`src/rtl/systolic_pkg.sv`:
```
// rtl/systolic_pkg.sv - shared types and arithmetic helpers for the sequenced systolic array
package systolic_pkg;

    typedef enum logic [2:0] {IDLE, LOAD_W, LOAD_B, STREAM, DRAIN} state_t;

    // Adds two sign-extended operands; clamps to an acc_w-bit signed range when saturate is set,
    // otherwise the caller's truncation to acc_w bits gives two's-complement wrap.
    function automatic logic signed [63:0] sat_add(input logic signed [63:0] a,
                                                   input logic signed [63:0] b,
                                                   input int acc_w,
                                                   input bit saturate);
        logic signed [64:0] s;
        logic signed [64:0] hi;
        logic signed [64:0] lo;
        s  = 65'(a) + 65'(b);
        hi = (65'sd1 <<< (acc_w - 1)) - 65'sd1;
        lo = -(65'sd1 <<< (acc_w - 1));
        if (saturate) begin
            if (s > hi) begin
                s = hi;
            end else if (s < lo) begin
                s = lo;
            end
        end
        return s[63:0];
    endfunction

endpackage

```
`src/rtl/systolic_array_seq_pe.sv`:
```
// rtl/systolic_array_seq_pe.sv - one processing element: data, weight, bias and accumulator registers
module systolic_pe_p
    import systolic_pkg::*;
#(
    parameter int DATA_W   = 4,
    parameter int ACC_W    = 8,
    parameter bit SATURATE = 1'b0
) (
    input  logic                     clk,
    input  logic                     rst_n,
    input  logic                     shift_en,
    input  logic                     weight_we,
    input  logic                     bias_we,
    input  logic                     acc_init,
    input  logic signed [DATA_W-1:0] din,
    input  logic signed [DATA_W-1:0] ld_data,
    output logic signed [DATA_W-1:0] dout,
    output logic signed [ACC_W-1:0]  acc
);

    logic signed [DATA_W-1:0]   weight;
    logic signed [DATA_W-1:0]   bias;
    logic signed [DATA_W-1:0]   init_bias;
    logic signed [2*DATA_W-1:0] prod;
    logic signed [63:0]         sum;

    // The last bias beat and the accumulator preset land in the same cycle, so forward the beat.
    assign init_bias = bias_we ? ld_data : bias;
    assign prod      = (2*DATA_W)'(din) * (2*DATA_W)'(weight);
    assign sum       = sat_add(64'(acc), 64'(prod), ACC_W, SATURATE);

    always_ff @(posedge clk or negedge rst_n) begin
        if (!rst_n) begin
            weight <= '0;
            bias   <= '0;
            dout   <= '0;
            acc    <= '0;
        end else begin
            if (weight_we) begin
                weight <= ld_data;
            end
            if (bias_we) begin
                bias <= ld_data;
            end
            if (acc_init) begin
                acc  <= ACC_W'(init_bias);
                dout <= '0;
            end else if (shift_en) begin
                dout <= din;
                acc  <= ACC_W'(sum);
            end
        end
    end

endmodule

```
`src/rtl/systolic_array_seq.sv`:
```
// rtl/systolic_array_seq.sv - linear systolic array with load/stream/drain sequencer
module systolic_array_seq
    import systolic_pkg::*;
#(
    parameter int N_PE     = 8,
    parameter int DATA_W   = 4,
    parameter int ACC_W    = 8,
    parameter int LEN_W    = 8,
    parameter bit SATURATE = 1'b0
) (
    input  logic                     clk,
    input  logic                     rst_n,
    input  logic                     start,
    input  logic                     load_w,
    input  logic                     load_b,
    input  logic [LEN_W-1:0]         len,
    input  logic                     in_valid,
    output logic                     in_ready,
    input  logic signed [DATA_W-1:0] in_data,
    output logic                     out_valid,
    input  logic                     out_ready,
    output logic signed [ACC_W-1:0]  out_data,
    output logic                     out_last,
    output logic                     busy,
    output logic                     done
);

    localparam int IDX_W = $clog2(N_PE);
    localparam int CNT_W = (LEN_W > IDX_W) ? LEN_W : IDX_W;

    state_t             state;
    state_t             nxt;
    logic               lb_q;
    logic [LEN_W-1:0]   len_q;
    logic [CNT_W-1:0]   beat_cnt;
    logic [IDX_W-1:0]   drain_idx;
    logic               accept;
    logic               last_load;
    logic               last_data;
    logic               acc_init;

    logic signed [DATA_W-1:0] data_arr [N_PE];
    logic signed [ACC_W-1:0]  acc_arr  [N_PE];

    assign in_ready  = (state == LOAD_W) || (state == LOAD_B) || (state == STREAM);
    assign accept    = in_valid && in_ready;
    assign last_load = accept && (beat_cnt == CNT_W'(N_PE - 1));
    assign last_data = accept && (beat_cnt == CNT_W'(len_q) - CNT_W'(1));
    assign busy      = (state != IDLE);
    assign out_valid = (state == DRAIN);
    assign out_last  = (state == DRAIN) && (drain_idx == IDX_W'(N_PE - 1));
    assign out_data  = (state == DRAIN) ? acc_arr[drain_idx] : '0;

    always_comb begin
        nxt = state;
        case (state)
            IDLE: begin
                if (start) begin
                    if (load_w)          nxt = LOAD_W;
                    else if (load_b)     nxt = LOAD_B;
                    else if (len != '0)  nxt = STREAM;
                    else                 nxt = DRAIN;
                end
            end
            LOAD_W: begin
                if (last_load) begin
                    if (lb_q)             nxt = LOAD_B;
                    else if (len_q != '0) nxt = STREAM;
                    else                  nxt = DRAIN;
                end
            end
            LOAD_B: begin
                if (last_load) nxt = (len_q != '0) ? STREAM : DRAIN;
            end
            STREAM: begin
                if (last_data) nxt = DRAIN;
            end
            DRAIN: begin
                if (out_ready && out_last) nxt = IDLE;
            end
            default: nxt = IDLE;
        endcase
    end

    // Accumulators are preset to bias exactly once, on the edge that first enters STREAM or DRAIN.
    assign acc_init = ((nxt == STREAM) || (nxt == DRAIN)) && (state != STREAM) && (state != DRAIN);

    always_ff @(posedge clk or negedge rst_n) begin
        if (!rst_n) begin
            state     <= IDLE;
            lb_q      <= 1'b0;
            len_q     <= '0;
            beat_cnt  <= '0;
            drain_idx <= '0;
            done      <= 1'b0;
        end else begin
            state <= nxt;
            done  <= 1'b0;
            case (state)
                IDLE: begin
                    if (start) begin
                        lb_q      <= load_b;
                        len_q     <= len;
                        beat_cnt  <= '0;
                        drain_idx <= '0;
                    end
                end
                LOAD_W, LOAD_B: begin
                    if (accept) beat_cnt <= last_load ? '0 : beat_cnt + CNT_W'(1);
                end
                STREAM: begin
                    if (accept) beat_cnt <= last_data ? '0 : beat_cnt + CNT_W'(1);
                end
                DRAIN: begin
                    if (out_ready) begin
                        if (out_last) begin
                            drain_idx <= '0;
                            done      <= 1'b1;
                        end else begin
                            drain_idx <= drain_idx + IDX_W'(1);
                        end
                    end
                end
                default: ;
            endcase
        end
    end

    for (genvar i = 0; i < N_PE; i++) begin : g_pe
        logic signed [DATA_W-1:0] pe_in;
        if (i == 0) begin : g_head
            assign pe_in = in_data;
        end else begin : g_tail
            assign pe_in = data_arr[i-1];
        end

        systolic_pe_p #(
            .DATA_W   (DATA_W),
            .ACC_W    (ACC_W),
            .SATURATE (SATURATE)
        ) u_pe (
            .clk       (clk),
            .rst_n     (rst_n),
            .shift_en  ((state == STREAM) && accept),
            .weight_we ((state == LOAD_W) && accept && (beat_cnt == CNT_W'(i))),
            .bias_we   ((state == LOAD_B) && accept && (beat_cnt == CNT_W'(i))),
            .acc_init  (acc_init),
            .din       (pe_in),
            .ld_data   (in_data),
            .dout      (data_arr[i]),
            .acc       (acc_arr[i])
        );
    end

endmodule

```
`config.mk`:
```
export PLATFORM = sky130hd
export DESIGN_NAME = systolic_array_seq
export DESIGN_NICKNAME = d
export VERILOG_FILES = /design/src/rtl/systolic_pkg.sv /design/src/rtl/systolic_array_seq_pe.sv /design/src/rtl/systolic_array_seq.sv
export SDC_FILE = /design/constraint.sdc
export NUM_CORES = 1
export LEC_CHECK = 0
export CORE_ASPECT_RATIO = 0.7
export CORE_UTILIZATION = 50
export DETAILED_ROUTE_END_ITERATION = 12
export PLACE_DENSITY = 0.76
export SYNTH_ARGS = -nofsm -noshare
export SYNTH_HDL_FRONTEND = slang
export SYNTH_SLANG_ARGS = --single-unit
```
`constraint.sdc`:
```
create_clock -name clk -period 5.7 [get_ports clk]
set_input_delay 1.425 -clock clk [delete_from_list [all_inputs] [get_ports clk]]
set_output_delay 1.425 -clock clk [all_outputs]
set_load 0.05 [all_outputs]
```
* Word-level counts from Yosys, hierarchy flattened
Cells that the tools add are included.
** Operators by class
- Equality and inequality tests :: 21
- Multiply operators :: 8
- Muxes and demuxes :: 66
- Order comparisons :: 1
- Reductions and logical operators :: 41
- Bitwise gates (word level) :: 1
- $add $sub $neg :: 11
** Operator list (count)
- $mux W8 :: 24
- $mux W4 :: 22
- $add A8 B8 Y8 :: 8
- $mul A4 B4 Y8 :: 8
- $mux W3 :: 13
- $eq A8 B3 Y1 const B :: 4
- $logic_and A1 B1 Y1 :: 26
- $bmux W8 S3 :: 1
- $pmux W8 S3 :: 1
- $eq A8 B2 Y1 const B :: 2
- $reduce_bool A8 Y1 :: 2
- $pmux W3 S5 :: 1
- $eq A3 B2 Y1 const B :: 3
- $eq A3 B3 Y1 const B :: 3
- $add A8 B1 Y8 const B :: 1
- $eq A8 B1 Y1 const B :: 1
- $eq A8 B8 Y1 :: 1
- $logic_not A8 Y1 :: 1
- $sub A8 B1 Y8 const B :: 1
- $ne A2 B2 Y1 const B :: 3
- $pmux W3 S2 :: 1
- $reduce_bool A3 Y1 :: 2
- $ge A4 B4 Y1 const B :: 1
- $not A3 Y4 :: 1
- 13 further kinds :: 18
** Word-level totals
- Input bits :: 19
- Output and inout bits :: 13
- Flip-flop bits (word level) :: 180
- Logic and storage cells :: 186

* Longest topological paths before layout
Gate-level depths: netlist of the first run.
- Depth after elaboration :: 12
- Gate-level depth with buffers :: 18
- Mapped depth without buffers :: 16

* By module
Synthesis of the first run repeated with hierarchy kept, for this count alone.
** Second synthesis, totals
- Cell total of the unflattened synthesis :: 1530
- Area total of the unflattened synthesis :: 15474.8 µm²
** Modules (own cells, without submodules)
- systolic_pe_p at g_pe[3].u_pe ... :: area each 1650.3 µm², instances 5, cells an instance 160
- systolic_pe_p at g_pe[0].u_pe ... :: area each 1669.1 µm², instances 2, cells an instance 159
- systolic_array_seq :: area each 2245.9 µm², instances 1, cells an instance 253
- systolic_pe_p at g_pe[2].u_pe :: area each 1639.1 µm², instances 1, cells an instance 159

* Worst setup path after synthesis of the first run
Ideal clock, no wire load.
- Path kind :: input -> register
- Start :: in in_data[2]
- End :: reg g_pe[0].u_pe.acc[7]
- Arrival time :: 4.888 ns
- Slack :: 0.675 ns
- Library setup time :: 0.137 ns
- Stages :: 15
- Path buffers :: 2
- Cells stage by stage :: clkbuf_1 -> clkbuf_1 -> nand2_1 -> fa_1 -> fa_1 -> fa_1 -> inv_1 -> ha_1 -> a211oi_1 -> o21bai_1 -> a21oi_1 -> xnor2_1 -> nor2_1 -> xnor2_1 -> a21oi_1
** Between the ends
- Longest elaborated chain between the ends :: 4
** Ends and longest elaborated chain
- start, declared :: line systolic_array_seq.sv:19 : input logic signed [DATA_W-1:0] in_data,
- $mul A4 B4 Y8 :: line systolic_array_seq_pe.sv:29 : assign prod = (2*DATA_W)'(din) * (2*DATA_W)'(weight);
- $add A8 B8 Y8 :: line systolic_pkg.sv:15 : s = 65'(a) + 65'(b);
- $mux W8 :: line systolic_array_seq_pe.sv:48 : end else if (shift_en) begin
- $mux W8 :: line systolic_array_seq_pe.sv:45 : if (acc_init) begin
- end signal, assigned :: line systolic_array_seq_pe.sv:46 : acc <= ACC_W'(init_bias);
- end signal, assigned :: line systolic_array_seq_pe.sv:50 : acc <= ACC_W'(sum);
- end, declared :: line systolic_array_seq_pe.sv:18 : output logic signed [ACC_W-1:0] acc
No other way between the ends. The select of a mux whose other input is x is not followed.
A chain may end at the register's enable or synchronous reset.

* Final worst setup path of the first run
- Start :: in in_data[1]
- End :: reg g_pe[0].u_pe.acc[7]
The elaborated chain is that of the path after synthesis.

==> reports/metrics.csv, run 1 <==
stage,metric,value,unit
finish,fill_cells,2475,
sta,skew,0.00808,ns
place,gp_congestion,0.864,
detailed_routing,drtIter0Drc,799,
run_status,outcome,completed,
clocking,cts_tree,done,
sta,slew_viol_final,0,
synthesis,synth-async-reset-ratio,1.00,
sta,grt_setup_unrepaired,false,
detailed_routing,drc,0,
place,port_buffers,31,
detailed_routing,drt-total-wl,35.3,mm
worst_setup_path,required,6.00,ns
power_and_ir_drop,p_seq_frac,0.276,
detailed_routing,firstDrtPassIters,5,
power_and_ir_drop,power_density,549,mW/mm^2
finish,drive_gt1_frac,0.109,
worst_setup_path,cp_slowest_stage_delay,0.66,ns
global_route,grt_pass1_wl,58.5,mm
detailed_routing,via_per_inst,5.66,
worst_setup_path,startpoint_type,primary input,
clocking,ctsHoldBuffers,0,
worst_setup_path,cp_num_cells,14,
worst_setup_path,r2r-end,g_pe[3].u_pe.acc[7],
sta,worst_pin_slew,1.29,ns
global_route,grt_use_total,0.247,
place,place_ws,0.263,ns
synthesis,netlist_instances,1495,
worst_setup_path,worstRegToRegCells,13,
worst_setup_path,slowest_stage,clkdlybuf4s50_1,
power_and_ir_drop,p_sw,0.00410,W
finish,fin_nets,1769,
sta,min_period,4.98,ns
sta,fin_tns_setup,0,ns
detailed_routing,wire_per_inst,18.6,um
synthesis,syn_area,0.0150,mm^2
synthesis,synth_top_flop_cell,dfrtp_1,
clocking,cts.sinks,180,
global_route,antenna_found_initial,0,
floorplan,fp.dieH,147,um
worst_hold_path,hp-start,g_pe[4].u_pe.bias[0],
global_route,grt_max_degree,98,
clocking,cts.clk_slew.worst_paths,0.06,ns
clocking,cts_resized,0,
synthesis,postSynthAreaPerCell,10.0,um^2
global_route,first_global_vias,11100,
place,dpl.hpwl,26.6,mm
worst_setup_path,worstReg2RegStart,g_pe[2].u_pe.dout[3],
global_route,grt_overflow,0,
worst_setup_path,cp.arrival,5.28,ns
worst_hold_path,hold-path-cell-count,1,
power_and_ir_drop,sw_frac_of_total,0.463,
worst_setup_path,cp_num_buf_inv,2,
detailed_routing,ant_nets,0,
sta,setup_violations,0,
synthesis,synth_seq_area_share,0.301,
sta,fmax,0.201,GHz
synthesis,synth_edf_count,0,
power_and_ir_drop,p_int,0.00476,W
detailed_routing,routed-via-count,10700,
synthesis,synth_fp_nets,1762,
sta,period_share,0.874,
worst_setup_path,crit_type,primary input to flip-flop,
floorplan,num_rows,52,
clocking,htree_num_levels,4,
clocking,cts-buffers-inserted,17,
sta,hold_violations,0,
clocking,cts_setup_buffers,0,
power_and_ir_drop,p_leak,7.78,nW
power_and_ir_drop,pwr-share-comb,0.594,
run,max_cap_viol_count,0,
worst_hold_path,hp-class,flip-flop to flip-flop,
power_and_ir_drop,irDropWorstVdd,0.000296,V
worst_hold_path,hold_path_end,g_pe[4].u_pe.bias[0],
synthesis,yosys_warnings,0,
synthesis,ys_ff_latch,180,
worst_setup_path,reg2reg_slack,1.76,ns
worst_setup_path,cp_max_fo,6,
finish,diodes,0,
synthesis,ys_types,59,
power_and_ir_drop,pwr-share-clk,0.130,
floorplan,die_area,0.0306,mm^2
worst_setup_path,cp-end-kind,flip-flop,
floorplan,core_area,0.0291,mm^2
sta,slew_headroom,0.131,
worst_setup_path,path_cells,clkdlybuf4s50_1 > nand2_1 > fa_1 > fa_1 > fa_1 > inv_1 > ha_1 > a211oi_1 > o21bai_1 > a21oi_1 > xnor2_1 > nor2_1 > xnor2_1 > a21oi_1,
sta,setup_slack,0.720,ns
floorplan,die_w,209,um
floorplan,start_util,0.513,
floorplan,ios,32,
clocking,cts-root-buf,clkbuf_16,
finish,areaGrowthSynthToFinish,7.83,%
clocking,clock_latency,0.46,ns
clocking,clock_path_buffers,2,
worst_setup_path,crit_family,adder cells,
worst_setup_path,crit_top_cell,fa_1,
[Yosys cell counts (all sizes together) (3+ instances only)]
master | n | share of area
xnor2 | 51 | 0.030
o21bai | 13 | 0.0065
and3 | 5 | 0.0024
inv | 219 | 0.055
dfrtp | 180 | 0.30
fa | 112 | 0.15
nor2b | 3 | 0.0013
a211oi | 18 | 0.0094
mux2 | 65 | 0.049
nand3 | 13 | 0.0043
a221o | 24 | 0.016
and2 | 76 | 0.032
nor2 | 46 | 0.015
a21oi | 86 | 0.034
nor4 | 8 | 0.0043
nor3 | 9 | 0.0030
xor2 | 30 | 0.018
o21ai | 64 | 0.021
a21o | 21 | 0.011
ha | 136 | 0.11
or2 | 3 | 0.0013
clkbuf | 34 | 0.0085
nand2b | 29 | 0.012
buf | 19 | 0.0086
mux2i | 9 | 0.0060
mux4 | 16 | 0.024
nand2 | 177 | 0.045
[placed cells by master (no fill, tap or decap), types with 3 or more instances in the layout]
master	instances
inv_1	219
dfrtp_1	180
nand2_1	176
ha_1	136
fa_1	112
and2_1	75
a21oi_1	66
mux2_2	65
o21ai_0	64
xnor2_1	51
nor2_1	35
xor2_1	30
clkdlybuf4s50_1	30
nand2b_1	29
a221o_1	24
a21o_1	21
a21oi_2	20
a211oi_1	17
clkbuf_16	17
mux4_2	16
nand3_1	13
o21bai_1	13
buf_4	10
nor3_1	9
mux2i_1	9
nor4_1	7
nor2_4	6
nor2_2	5
and3_1	4
clkinv_2	4
nor2b_1	3
or2_2	3
clkinv_4	3
clkbuf_8	3
[final cells by class]
cell class              instances  area [um^2]  share of cell area
repair buffers                 41          389              0.0241
clock buffers                  20          457              0.0283
inverters                     219          822              0.0509
multi-input cells            1043         9390               0.582
flip-flops and latches        180         4500               0.279
well taps                     378          473              0.0293
clock inverters                11          104             0.00644
[layer usage]
metal | wire length, um | vias to the layer above | global-route usage
met4 | 629 | 0 | 0.0721
li1 | - | 4930 | -
met3 | 2740 | 46 | 0.0611
met1 | 16500 | 5396 | 0.355
met2 | 15400 | 336 | 0.370
met5 | 0 | - | 0
[logic make-up (layout without fill, tap and decap cells)]
family | Yosys count | after routing | share of synthesized area
compound gates | 241 | 241 | 0.107
xor+xnor | 81 | 81 | 0.0474
fa+ha+maj | 248 | 248 | 0.264
buf+inv | 272 | 291 | 0.0721
flops | 180 | 180 | 0.301
mux | 90 | 90 | 0.0790
simple gates | 383 | 383 | 0.130
[registers in the layout, indices dropped and copies added, names as in the netlist]
name / flops
drain_idx: 3
g_pe.u_pe.acc: 64
beat_cnt: 8
lb_q: 1
state: 3
g_pe.u_pe.bias: 32
len_q: 8
g_pe.u_pe.weight: 32
done: 1
g_pe.u_pe.dout: 28
[worst register-to-register path, stage by stage, from the launching register on]
cell      delay, ns
dfrtp_1        0.56
nand2_1        0.22
fa_1           0.51
fa_1           0.51
fa_1           0.53
inv_1          0.05
ha_1           0.29
a211oi_1       0.33
o21bai_1       0.13
a21oi_1        0.18
xnor2_1        0.14
nor2_1         0.07
xnor2_1        0.17
a21oi_1        0.08
[through the flow]
stage	hold WS, ns	cells	utilization	total power, W	cell area, um^2
6_report	0.493	1892	0.554	0.00886	16100
5_1_grt	0.511	1892	0.554	0.00976	16100
4_1_cts	0.494	1892	0.554	0.00884	16100
3_5_place_dp	0.477	1861	0.534	0.00764	15600
3_3_place_gp	0.472	1861	0.534	0.00734	15600
2_1_floorplan	0.465	1495	-	0.00635	15000
[power by group through the flow]
stage                     logic, W  registers, W  clock network (W)
after global routing       0.00603       0.00252            0.00122
after CTS                  0.00526       0.00242            0.00116
after floorplan            0.00423       0.00211                  0
final                      0.00526       0.00245            0.00115
after detailed placement   0.00520       0.00244                  0
after global placement     0.00492       0.00242                  0
[how the worst max path moves through the flow]
stage | start | endpoint | slack [ns]
2_1_floorplan | in_data[2] | g_pe[0].u_pe.acc[7] | 0.67
3_3_place_gp | in_data[1] | g_pe[0].u_pe.acc[7] | 0.32
3_5_place_dp | in_data[1] | g_pe[0].u_pe.acc[7] | 0.26
4_1_cts | in_data[1] | g_pe[0].u_pe.acc[7] | 0.73
5_1_grt | in_data[2] | g_pe[0].u_pe.acc[7] | 0.45
6_report | in_data[1] | g_pe[0].u_pe.acc[7] | 0.72
No activity file was read; power rests on OpenSTA's default activity.
==> run 2: changes to the inputs <==
--- a/config.mk
+++ b/config.mk
@@ -9,6 +9,7 @@
 export CORE_UTILIZATION = 50
 export DETAILED_ROUTE_END_ITERATION = 12
 export PLACE_DENSITY = 0.76
+export RECOVER_POWER = 50
 export SYNTH_ARGS = -nofsm -noshare
 export SYNTH_HDL_FRONTEND = slang
 export SYNTH_SLANG_ARGS = --single-unit
==> constraint.sdc (replaced) <==
create_clock -name clk -period 5.7 [get_ports clk]
set_input_delay 1.425 -clock clk [delete_from_list [all_inputs] [get_ports clk]]
set_output_delay 1.425 -clock clk [all_outputs]
set_load 0.1 [all_outputs]
==> run 2 against run 1 <==
The run now ends with max-capacitance violations, max-slew violations left. Sequential share of layout area fell by 0.22 points. Combinational power about the same. Die area is the same. Clock-buffer cell count rose by 1. Wire length down 1.0%. Design area grew 0.78%. Final cell count increased by 0.21%. Via count hardly changed. Critical endpoint unchanged. Largest cell class unchanged. Largest power group unchanged.
==> reports/metrics.csv, run 2 (synthesized netlist as in run 1, its figures left out) <==
stage,metric,value,unit,change
sta,worst_pin_slew,3.62,ns,+2.33 ns
finish,diodes,0,,unchanged
power_and_ir_drop,p_leak,7.85,nW,+0.85%
floorplan,die_w,209,um,unchanged
worst_setup_path,required,5.99,ns,about the same
floorplan,fp.dieH,147,um,unchanged
detailed_routing,via_per_inst,5.65,,-0.17%
sta,slew_viol_final,79,,+79
global_route,first_global_vias,10800,,-1.9%
worst_setup_path,cp-end-kind,flip-flop,,
finish,postLayoutCoreUtil,0.558,,+0.00434
detailed_routing,drtIter0Drc,924,,+16%
finish,top_register,g_pe.u_pe.acc,,
detailed_routing,drt-total-wl,34.9,mm,-1.0%
sta,hold_violations,0,,unchanged
worst_setup_path,cp_max_fo,6,,unchanged
run_status,failed_checks,"max-capacitance violations, max-slew violations",,
worst_setup_path,crit_type,primary input to flip-flop,,
detailed_routing,ant_nets,0,,unchanged
clocking,htree_num_levels,4,,unchanged
global_route,antenna_found_initial,0,,unchanged
worst_hold_path,hp-class,flip-flop to flip-flop,,
floorplan,ios,32,,unchanged
power_and_ir_drop,irDropWorstVdd,0.000439,V,+48%
power_and_ir_drop,power_density,556,mW/mm^2,+1.2%
clocking,cts_setup_buffers,0,,unchanged
sta,fin_tns_setup,0,ns,unchanged
power_and_ir_drop,p_seq_frac,0.270,,-0.006
clocking,ctsHoldBuffers,0,,unchanged
place,dpl.hpwl,26.5,mm,-0.35%
sta,setup_violations,0,,unchanged
power_and_ir_drop,pwr-share-comb,0.585,,-0.009
power_and_ir_drop,p_sw,0.00412,W,+0.58%
floorplan,die_area,0.0306,mm^2,unchanged
floorplan,core_area,0.0291,mm^2,unchanged
clocking,cts.sinks,180,,unchanged
clocking,cts_tree,done,,
clocking,clock_latency,0.46,ns,about the same
clocking,cts-buffers-inserted,17,,unchanged
worst_setup_path,cp.arrival,5.29,ns,about the same
global_route,grt_overflow,0,,unchanged
clocking,cts-root-buf,clkbuf_16,,
clocking,cts.clk_slew.worst_paths,0.07,ns,about the same
global_route,grt_max_degree,103,,+5.1%
detailed_routing,firstDrtPassIters,5,,unchanged
detailed_routing,routed-via-count,10700,,+0.037%
sta,skew,0.0126,ns,+0.00455 ns
finish,final_common_cell,inv_1,,
clocking,cts_resized,0,,unchanged
finish,drive_gt1_frac,0.110,,+0.00103
finish,final_cell_mix,"inv_1, dfrtp_1, nand2_1",,
place,port_buffers,31,,unchanged
place,gp_congestion,0.877,,+1.5%
power_and_ir_drop,sw_frac_of_total,0.456,,-0.00650
sta,period_share,0.878,,+0.00414
floorplan,num_rows,52,,unchanged
sta,holdWs,0.494,ns,+0.000987 ns
sta,grt_setup_unrepaired,false,,
run_status,outcome,finished with violations,,
floorplan,start_util,0.513,,unchanged
finish,fin_nets,1772,,+0.17%
finish,largest_reg_flops,64,,unchanged
power_and_ir_drop,pwr-share-clk,0.145,,+0.015
detailed_routing,drc,0,,unchanged
finish,reg.largest.list,"g_pe.u_pe.acc: 64 flops, g_pe.u_pe.bias: 32 flops, g_pe.u_pe.weight: 32 flops",,
finish,stdcell_count,1896,,+0.21%
sta,slew_headroom,-1.41,,-1.54
finish,fill_cells,2496,,+0.85%
detailed_routing,wire_per_inst,18.4,um,-1.2%
place,placed_cell_area,0.0156,mm^2,+0.31%
power_and_ir_drop,p_int,0.00491,W,+3.2%
clocking,clock_path_buffers,2,,unchanged
worst_setup_path,startpoint_type,primary input,,
place,place_inst,1864,,+0.16%
finish,areaGrowthSynthToFinish,8.67,%,
finish,final_area,0.0163,mm^2,+0.78%
run,max_cap_viol_count,1,,+1
sta,fmax,0.200,GHz,-0.47%
sta,min_period,5.00,ns,+0.0236 ns
global_route,grt_use_total,0.242,,-0.00523
global_route,grt_pass1_wl,57.5,mm,-1.8%
run 2: changes by cell type in the layout (fill, tap and decap cells not counted):
cell	before	now
buf_12	0	2
buf_4	10	11
bufinv_16	1	4
clkdlybuf4s50_1	30	29
clkinv_2	4	2
dlygate4sd3_1	0	1
dlymetal6s4s_1	0	1
inv_8	1	0
nor2_1	35	36
nor2_2	5	4
run 2: power groups by stage:
| stage | logic, W | clock network [W] | registers, W |
|---|---|---|---|
| detailed placement | 0.00524 | 0 | 0.00243 |
| finish | 0.00529 | 0.00131 | 0.00244 |
| global placement | 0.00497 | 0 | 0.00242 |
| floorplan | 0.00427 | 0 | 0.00211 |
| CTS | 0.00530 | 0.00131 | 0.00242 |
| global route | 0.00598 | 0.00137 | 0.00251 |
run 2: layer usage:
metal | vias up | global-route usage | share of wire
met4 | 0 | 0.0533 | 0.013
met5 | - | 0 | 0
met1 | 5430 | 0.356 | 0.47
met2 | 312 | 0.359 | 0.44
met3 | 32 | 0.0618 | 0.079
li1 | 4938 | - | -
run 2: layout make-up:
type / instances / area [um^2] / area share
inverter: 219 / 822 / 0.0506
tap: 378 / 473 / 0.0291
clock inverter: 11 / 173 / 0.0106
timing repair buffer: 44 / 435 / 0.0268
clock buffer: 21 / 470 / 0.0289
sequential: 180 / 4500 / 0.277
multi-input combinational: 1043 / 9380 / 0.577
run 2: final timing paths:
check	from	slack, ns	to	cells past startpoint
setup / recovery	in_data[1]	0.70	g_pe[0].u_pe.acc[7]	14
hold / removal	g_pe[7].u_pe.bias[1]	0.49	g_pe[7].u_pe.bias[1]	1
setup reg to reg	g_pe[2].u_pe.dout[3]	1.75	g_pe[3].u_pe.acc[7]	13
hold reg to reg	g_pe[7].u_pe.bias[1]	0.49	g_pe[7].u_pe.bias[1]	1
max in group asynchronous	rst_n	1.31	g_pe[0].u_pe.acc[7]	1
min in group asynchronous	rst_n	2.32	g_pe[7].u_pe.acc[6]	1
run 2: through the flow:
stage	setup slack [ns]	total power, W
after global routing	0.452	0.00987
after floorplan	0.675	0.00638
after global placement	0.308	0.00739
after CTS	0.710	0.00903
final	0.697	0.00904
after detailed placement	0.244	0.00767
run 2: critical path, cell delays in order:
cell and delay [ns]:
clkdlybuf4s50_1 0.64, nand2_1 0.12, fa_1 0.50, fa_1 0.52, fa_1 0.60, inv_1 0.06
ha_1 0.30, a211oi_1 0.34, o21bai_1 0.14, a21oi_1 0.19, xnor2_1 0.13, nor2_1 0.06
xnor2_1 0.18, a21oi_1 0.09
==> run 3: changes to the inputs <==
--- a/config.mk
+++ b/config.mk
@@ -8,7 +8,7 @@
 export CORE_ASPECT_RATIO = 0.7
 export CORE_UTILIZATION = 50
 export DETAILED_ROUTE_END_ITERATION = 12
-export PLACE_DENSITY = 0.76
+export PLACE_DENSITY = 0.68
 export RECOVER_POWER = 50
 export SYNTH_ARGS = -nofsm -noshare
 export SYNTH_HDL_FRONTEND = slang
==> run 3 against run 2 <==
The run still ends with max-capacitance violations, max-slew violations left. Global-route usage is 0.97 points higher. Die area stayed put. Via count fell by 1.7%. Total power decreased by 0.99%. Clock-buffer cell count down 4. Combinational power fell by 0.8%. Critical endpoint unchanged.
==> reports/metrics.csv, run 3 (synthesized netlist as in run 1, its figures left out) <==
stage,metric,value,unit,change
run_status,outcome,finished with violations,,
run_status,failed_checks,"max-capacitance violations, max-slew violations",,
worst_setup_path,required,5.98,ns,about the same
worst_setup_path,slowest_stage,fa_1,,
place,dpl.hpwl,27.6,mm,+4.1%
clocking,ctsHoldBuffers,0,,unchanged
floorplan,fp.dieH,147,um,unchanged
worst_setup_path,path_cells,clkdlybuf4s50_1 > buf_4 > buf_4 > nand2b_1 > fa_1 > fa_1 > inv_1 > fa_1 > ha_1 > o21ai_0 > o21bai_1 > a21oi_1 > xnor2_1 > nor2_1 > xnor2_1 > a21oi_1,,
worst_setup_path,crit_type,primary input to flip-flop,,
clocking,clock_latency,0.45,ns,about the same
floorplan,die_w,209,um,unchanged
worst_setup_path,cp_max_fo,11,,+5
power_and_ir_drop,sw_frac_of_total,0.464,,+0.00719
finish,drive_gt1_frac,0.114,,+0.00388
finish,areaGrowthSynthToFinish,8.24,%,
sta,min_period,4.90,ns,-0.0998 ns
sta,skew,0.0139,ns,+0.00130 ns
global_route,grt_pass1_wl,59.4,mm,+3.3%
floorplan,core_area,0.0291,mm^2,unchanged
detailed_routing,firstDrtPassIters,7,,+2
finish,postLayoutCoreUtil,0.556,,-0.00223
global_route,grt_use_total,0.251,,+0.00968
sta,setup_violations,0,,unchanged
power_and_ir_drop,p_leak,7.83,nW,-0.27%
clocking,cts-buffers-inserted,17,,unchanged
worst_hold_path,hp-class,flip-flop to flip-flop,,
sta,worst_pin_slew,2.89,ns,-0.724 ns
finish,final_cell_mix,"inv_1, dfrtp_1, nand2_1",,
sta,slew_viol_final,144,,+82%
global_route,first_global_vias,10800,,-0.39%
sta,slew_headroom,-0.929,,+0.483
finish,reg.largest.list,"g_pe.u_pe.acc: 64 flops, g_pe.u_pe.bias: 32 flops, g_pe.u_pe.weight: 32 flops",,
global_route,grt_max_degree,114,,+11%
power_and_ir_drop,p_sw,0.00415,W,+0.57%
finish,fin_nets,1774,,+0.11%
detailed_routing,wire_per_inst,18.9,um,+2.7%
worst_setup_path,cp_slowest_stage_delay,0.50,ns,-0.14 ns
worst_setup_path,startpoint_type,primary input,,
worst_setup_path,cp-end-kind,flip-flop,,
place,port_buffers,31,,unchanged
finish,final_common_cell,inv_1,,
clocking,htree_num_levels,4,,unchanged
detailed_routing,drt-total-wl,35.9,mm,+2.8%
detailed_routing,ant_nets,0,,unchanged
detailed_routing,routed-via-count,10500,,-1.7%
detailed_routing,via_per_inst,5.55,,-1.8%
global_route,grt_overflow,0,,unchanged
clocking,cts_resized,0,,unchanged
power_and_ir_drop,p_seq_frac,0.275,,+0.005
clocking,cts_tree,done,,
run,max_cap_viol_count,2,,+1
sta,hold_violations,0,,unchanged
global_route,antenna_found_initial,3,,+3
sta,fin_tns_setup,0,ns,unchanged
floorplan,start_util,0.513,,unchanged
floorplan,ios,32,,unchanged
detailed_routing,drc,0,,unchanged
floorplan,num_rows,52,,unchanged
worst_setup_path,crit_top_cell,fa_1,,
worst_setup_path,crit_family,adder cells,,
power_and_ir_drop,power_density,552,mW/mm^2,-0.59%
clocking,clock_path_buffers,2,,unchanged
finish,largest_reg_flops,64,,unchanged
power_and_ir_drop,p_int,0.00480,W,-2.3%
floorplan,die_area,0.0306,mm^2,unchanged
worst_setup_path,cp_num_buf_inv,4,,+2
sta,grt_setup_unrepaired,false,,
power_and_ir_drop,pwr-share-clk,0.139,,-0.006
clocking,cts.clk_slew.worst_paths,0.07,ns,about the same
finish,top_register,g_pe.u_pe.acc,,
worst_setup_path,reg2reg_slack,1.86,ns,+0.11 ns
power_and_ir_drop,irDropWorstVdd,0.000270,V,-38%
place,gp_congestion,0.861,,-1.9%
clocking,cts.sinks,180,,unchanged
clocking,cts_setup_buffers,0,,unchanged
detailed_routing,drtIter0Drc,779,,-16%
sta,fmax,0.204,GHz,+2.0%
sta,period_share,0.860,,-0.0175
worst_setup_path,cp.arrival,5.19,ns,-0.10 ns
power_and_ir_drop,pwr-share-comb,0.586,,about the same
clocking,cts-root-buf,clkbuf_16,,
## run 3: cell count changes in the layout (fill, tap and decap cells not counted), sizes merged, moves of 2 or more
cell | before | now
buf | 13 | 17
bufinv | 4 | 2
clkdlybuf4s50 | 29 | 25
clkinv | 5 | 2
inv | 220 | 228
## run 3: routing by layer
layer	GRT usage	up-vias	part of all wire
li1	-	4955	-
met1	0.374	5278	0.49
met2	0.363	274	0.42
met3	0.0733	28	0.078
met4	0.0507	0	0.013
met5	0	-	0
## run 3: power groups by stage
stage	Clock, W	Combinational, W	Sequential, W
detailed placement	0	0.00525	0.00245
global placement	0	0.00504	0.00244
CTS	0.00126	0.00530	0.00243
global route	0.00132	0.00603	0.00252
finish	0.00124	0.00525	0.00246
floorplan	0	0.00427	0.00211
## run 3: metrics by stage
step | instances | power, W | setup WS (ns) | hold slack (ns) | instance area (um^2)
after global routing | 1898 | 0.00988 | 0.389 | 0.504 | 16200
after detailed placement | 1866 | 0.00770 | 0.337 | 0.476 | 15600
after floorplan | 1495 | 0.00638 | 0.675 | 0.465 | 15000
after global placement | 1866 | 0.00748 | 0.406 | 0.473 | 15600
final | 1898 | 0.00895 | 0.796 | 0.490 | 16200
after CTS | 1897 | 0.00900 | 0.808 | 0.492 | 16200
## run 3: worst paths after layout
path | start | end | cells after the start
worst max register to register | g_pe[2].u_pe.dout[3] | g_pe[3].u_pe.acc[7] | 13
max in group asynchronous | rst_n | beat_cnt[2] | 2
worst min register to register | g_pe[4].u_pe.bias[2] | g_pe[4].u_pe.bias[2] | 1
worst max-delay path | in_data[2] | g_pe[0].u_pe.acc[7] | 16
min in group asynchronous | rst_n | g_pe[7].u_pe.acc[3] | 1
worst min-delay path | g_pe[4].u_pe.bias[2] | g_pe[4].u_pe.bias[2] | 1
## run 3: final cells by class
| class | count | area (um^2) |
|---|---|---|
| repair buffers | 46 | 402 |
| inverters | 219 | 822 |
| diodes | 1 | 2.50 |
| clock inverters | 14 | 184 |
| well taps | 378 | 473 |
| flip-flops and latches | 180 | 4500 |
| fillers | 2533 | 13000 |
| clock buffers | 17 | 425 |
| multi-input cells | 1043 | 9380 |
